===== src/rtl/echo_indication_pkg.sv =====
// Shared message layout and helpers for the echo indication arbiter.
// Used by the round-robin picker and the arbiter top.
package echo_indication_pkg;

  localparam int MSG_W = 96;

  localparam int TAG_LSB  = 0;
  localparam int TAG_W    = 32;
  localparam int METH_LSB = 32;
  localparam int METH_W   = 32;
  localparam int V_LSB    = 64;
  localparam int V_W      = 32;

  localparam int TAG_HEARD = 1;

  function automatic logic tag_legal(
    input logic [MSG_W-1:0] m,
    input int               num_tags
  );
    return m[TAG_LSB +: TAG_W] < 32'(num_tags);
  endfunction

endpackage


===== src/rtl/echo_indication_arbiter_rr_pick.sv =====
// Circular priority encoder: first pending index at or after ptr.
// Purely combinational; sel is 0 when nothing is pending.
module rr_pick
  import echo_indication_pkg::*;
#(
  parameter int N = 4,
  localparam int PW = $clog2(N)
) (
  input  logic [N-1:0]  pending,
  input  logic [PW-1:0] ptr,
  output logic [PW-1:0] sel,
  output logic          any
);

  always_comb begin
    sel = '0;
    any = |pending;
    // Walk offsets from far to near so the nearest hit wins.
    for (int k = N - 1; k >= 0; k--) begin
      if (pending[(int'(ptr) + k) % N]) begin
        sel = PW'((int'(ptr) + k) % N);
      end
    end
  end

endmodule


===== src/rtl/echo_indication_arbiter.sv =====
// Round-robin scheduler sharing the demux enq method among NREQ sources,
// with bounded bursts, tag filtering and a one-entry output register.
module echo_indication_arbiter
  import echo_indication_pkg::*;
#(
  parameter int NREQ      = 4,
  parameter int NUM_TAGS  = 2,
  parameter int MAX_BURST = 4
) (
  input  logic                  CLK,
  input  logic                  RST,
  input  logic [NREQ-1:0]       req_pending,
  input  logic [NREQ-1:0]       req__ENA,
  input  logic [NREQ*MSG_W-1:0] req_v,
  output logic [NREQ-1:0]       req__RDY,
  output logic                  enq__ENA,
  output logic [MSG_W-1:0]      enq_v,
  input  logic                  enq__RDY,
  output logic [15:0]           drop_count
);

  localparam int PW = $clog2(NREQ);
  localparam logic [PW-1:0] LAST = PW'(NREQ - 1);

  logic             out_valid;
  logic [MSG_W-1:0] out_data;
  logic [PW-1:0]    ptr;
  logic [3:0]       burst;

  logic [PW-1:0]    sel;
  logic [PW-1:0]    ptr_rot;
  logic             any;
  logic             can_accept;
  logic             grant_ok;
  logic             xfer;
  logic             legal;
  logic             others;
  logic             burst_more;
  logic [NREQ-1:0]  sel_oh;
  logic [MSG_W-1:0] msg;

  rr_pick #(
    .N(NREQ)
  ) u_pick (
    .pending(req_pending),
    .ptr    (ptr),
    .sel    (sel),
    .any    (any)
  );

  assign can_accept = !out_valid || enq__RDY;
  assign grant_ok   = !RST && can_accept && any;
  assign sel_oh     = NREQ'(1) << sel;
  assign req__RDY   = grant_ok ? sel_oh : '0;

  assign enq__ENA = !RST && out_valid && enq__RDY;
  assign enq_v    = out_data;

  assign xfer   = grant_ok && req__ENA[sel];
  assign msg    = req_v[int'(sel)*MSG_W +: MSG_W];
  assign legal  = tag_legal(msg, NUM_TAGS);
  assign others = |(req_pending & ~sel_oh);

  assign burst_more = ({1'b0, burst} + 5'd1) < 5'(MAX_BURST);
  assign ptr_rot    = (sel == LAST) ? '0 : sel + PW'(1);

  always_ff @(posedge CLK) begin
    if (RST) begin
      out_valid  <= 1'b0;
      out_data   <= '0;
      ptr        <= '0;
      burst      <= '0;
      drop_count <= '0;
    end else begin
      // A load overwrites a draining entry, so valid stays up.
      if (xfer && legal) begin
        out_valid <= 1'b1;
        out_data  <= msg;
      end else if (enq__ENA) begin
        out_valid <= 1'b0;
      end

      if (xfer && !legal && drop_count != 16'hFFFF) begin
        drop_count <= drop_count + 16'd1;
      end

      if (xfer) begin
        if (!others) begin
          burst <= '0;
        end else if (burst_more) begin
          ptr   <= sel;
          burst <= burst + 4'd1;
        end else begin
          ptr   <= ptr_rot;
          burst <= '0;
        end
      end
    end
  end

endmodule


===== config.mk =====
export PLATFORM = sky130hd
export DESIGN_NAME = echo_indication_arbiter
export DESIGN_NICKNAME = d
export VERILOG_FILES = /design/src/rtl/echo_indication_pkg.sv /design/src/rtl/echo_indication_arbiter_rr_pick.sv /design/src/rtl/echo_indication_arbiter.sv
export SDC_FILE = /design/constraint.sdc
export NUM_CORES = 1
export LEC_CHECK = 0
export ABC_AREA = 1
export CAP_MARGIN = 20
export CORE_AREA = 2 2 202 204
export CTS_BUF_LIST = sky130_fd_sc_hd__clkbuf_16
export DETAILED_ROUTE_END_ITERATION = 8
export DIE_AREA = 0 0 204 206
export PLACE_DENSITY = 0.56
export SLEW_MARGIN = 10
export SYNTH_ARGS = -nofsm -noshare
export SYNTH_HDL_FRONTEND = slang
export SYNTH_SLANG_ARGS = --single-unit
export TNS_END_PERCENT = 20

===== constraint.sdc =====
create_clock -name CLK -period 2.65 [get_ports CLK]
set_input_delay 0.265 -clock CLK [delete_from_list [all_inputs] [get_ports CLK]]
set_output_delay 0.265 -clock CLK [all_outputs]
set_load 0.05 [all_outputs]

==> results.md <==
* Dpl cells at 2,274
* Setup Skew at 0.0109 ns
* Top cells by area, synth: dfxtp_1 (31%), nand2_1 (17%), nor2_1 (9.5%), o21ai_0 (9.0%), nand3_1 (8.6%)
* Rel. slew slack at 56.8%
* Number of fill cells at 4,250
* CTS buffer count at 17
* Pin count of the biggest net entering global routing at 112
* Total number of yosys warnings at 0
* Seq/Total Area, Yosys at 31.3%
* GP Congestion at 0.983
* IO buf count at 511
* Worst r2r src: ptr[0]
* Failing checks: setup timing
* First-pass GRT wire length at 59.7 mm
* Min Hold Slack at 0.102 ns
* Final hold vios at 0
* Core area at 0.0402 sq mm
* Final Util at 38.6%
* Status: complete, but fails checks
* Mapped Nets at 1,662
* Pin slew with the least headroom to its limit at 0.646 ns
* Worst reg2reg endpoint: enq_v[78]
* Longest Clk Path Bufs at 2
* Placed cell areas at 0.0137 sq mm
* Post-synthesis cell type count at 33
* Antenna diode count at 0
* Final Net Count at 2,202
* Post-synthesis register bit count at 119
* Worst-path maximum fanout at 7
* Vias in the first global route at 10,400
* Arr. time, crit path at 3.18 ns
* Via count at 10,943
* Period utilization at 109%
* Post-synth top area share at 31.3%
* Final worst slack at -0.241 ns
* Hpwl dp at 30.2 mm
* Cells after synthesis at 1,261
* CP Launch Type: flop
* Register Area at 0.00239 sq mm
* Routed wire per std cell at 18.3 microns
* Critical path capture point type: flop
* Die H at 206 microns
* Initial antenna violation count at 0
* Critical path type: flop to flop
* Area Overhead vs Synth at 104%
* Gr usage total at 18.5%
* F_max at 346 MHz
* Fin. max-slew vios at 0
* DRT iter0 DRCs at 644
* Site row count at 74
* # H-tree levels at 4
* Max_cap viols at 0
* # DRC at 0
* Setup TNS at -20.39 ns
* Worst-Skew Late Latency at 0.43 ns
* HP Start: RST
* RSZ-0062 raised after global routing: yes
* Setup Viol. Count Final at 117
* CTS tree: built
* I/O pin total at 512
* Setup WS pre-CTS at -0.711 ns
* Fin cells at 2,346
* FF-to-FF path depth at 21
* Gr ovfl total at 0
* Initial DRT Pass Iterations at 5
* Yosys top cell by area: dfxtp_1
* Initial core utilization at 18.9%
* Final Cell Area at 0.0155 sq mm
* Worst hold path type: input pin to flop
* Layout cells sized above 1 at 13.8%
* Root Driver: clkbuf_16
* Max IR drop VDD at 0.000498 V
* Multi-input gate area at 0.00502 sq mm
* Clock sink total at 119
* Hold path depth at 2
* R2r setup slk at -0.24 ns
* Worst Hold Endpoint: burst[1]
* Post-DR vias/cell at 4.66
* Overall Power at 13.7 mW
* Post-DRT Antenna Nets at 0
* Syn_area_per_cell at 6.04 sq um
* Power density cells at 879 mW/mm^2
* Clock-pin transition on the worst setup and hold timing paths at 0.06 ns
* Crit path time final at 2.89 ns
* Post-Syn Area at 0.00761 sq mm
* Lkg Pwr at 5.79 nW
* Die Span X at 204 microns
* Critical Path RT at 2.94 ns
* Die ar. at 0.0420 sq mm
* WL final at 43.0 mm
## power by group
group | total, mW | switching [mW] | internal (mW)
combinational | 9.32 | 5.31 | 4.00
sequential | 1.87 | 0.0464 | 1.83
clock | 2.46 | 0.961 | 1.50
total | 13.7 | 6.32 | 7.33
## cell type report
| type | instances | share of cell area (%) |
|---|---|---|
| repair buffers | 623 | 43.0 |
| multi-input cells | 1009 | 32.4 |
| flip-flops and latches | 119 | 15.4 |
| well taps | 532 | 4.29 |
| clock buffers | 17 | 2.74 |
| clock inverters | 15 | 1.23 |
| inverters | 30 | 0.951 |
| repair inverters | 1 | 0.0725 |
## sequential cells by signal, indices dropped and copies added, names as in the netlist
name,cells
ptr,2
drop_count,16
enq_v,96
burst,4
out_valid,1
## worst max-delay path by stage
stage,start,end,slack (ns),depth (start not counted)
4_1_cts,ptr[0],enq_v[87],-0.20,20
3_5_place_dp,req_pending[2],enq_v[77],-0.71,19
2_1_floorplan,ptr[0],req__RDY[3],-0.11,14
6_report,ptr[0],enq_v[78],-0.24,21
3_3_place_gp,req_pending[2],enq_v[62],-0.66,19
5_1_grt,ptr[0],enq_v[78],-0.40,21
## cell usage after synthesis (all sizes together)
master and instances:
nand2 338, nor2 196, o21ai 139, nand3 135
dfxtp 119, a21oi 85, o22ai 68, clkbuf 66
buf 37, inv 30, nand4 17, xnor2 7
ha 6, xor2 6, nor3 4, a211oi 1
a21boi 1, and3b 1, nand3b 1, nor3b 1
nor4 1, o21a 1, o21ba 1
## routing by layer
metal / routed length (microns) / track usage, % / vias to the layer above
met3: 3480 / 4.78 / 72
met5: 0 / 0 / -
met1: 17300 / 21.1 / 5018
met4: 1450 / 7.25 / 0
li1: - / - / 5330
met2: 20800 / 32.8 / 523
## placed cells by master (no fill, tap or decap), types with 37 or more instances in the layout
cell	count
o22ai_1	67
nand2_2	37
nand2_1	297
clkdlybuf4s50_1	506
nor2_1	184
a21oi_1	79
buf_4	49
dfxtp_1	117
o21ai_0	132
nand3_1	119
## critical path: stages (launching register included)
cell	delay (ns)
dfxtp_4	0.40
inv_4	0.06
nand2_4	0.06
nor2_4	0.04
nor2_4	0.13
buf_6	0.11
nand3b_1	0.11
o21ai_4	0.24
buf_6	0.18
clkbuf_16	0.16
nand3_1	0.07
nand2_1	0.09
nand2_1	0.06
nor2_1	0.09
nand2_1	0.09
nor2_4	0.17
nand3_4	0.08
buf_12	0.16
buf_12	0.15
clkbuf_16	0.16
nand2_2	0.06
a21oi_2	0.05
## repair_timing
item	CTS	global route
gates cloned	5	15
endpoints found under the setup margin	123	123
buffers inserted	10	15
pin swaps	13	40
resized for setup	62	104
hold buffers	0	0
## cell families (layout without fill, tap and decap cells)
family | Yosys count | after routing | share of synthesized area, %
buf+inv | 133 | 686 | 7.51
flops | 119 | 119 | 31.3
compound gates | 296 | 296 | 20.9
fa+ha+maj | 6 | 6 | 0.986
simple gates | 694 | 694 | 37.8
xor+xnor | 13 | 13 | 1.50
Power figures use the tool's default switching activity.
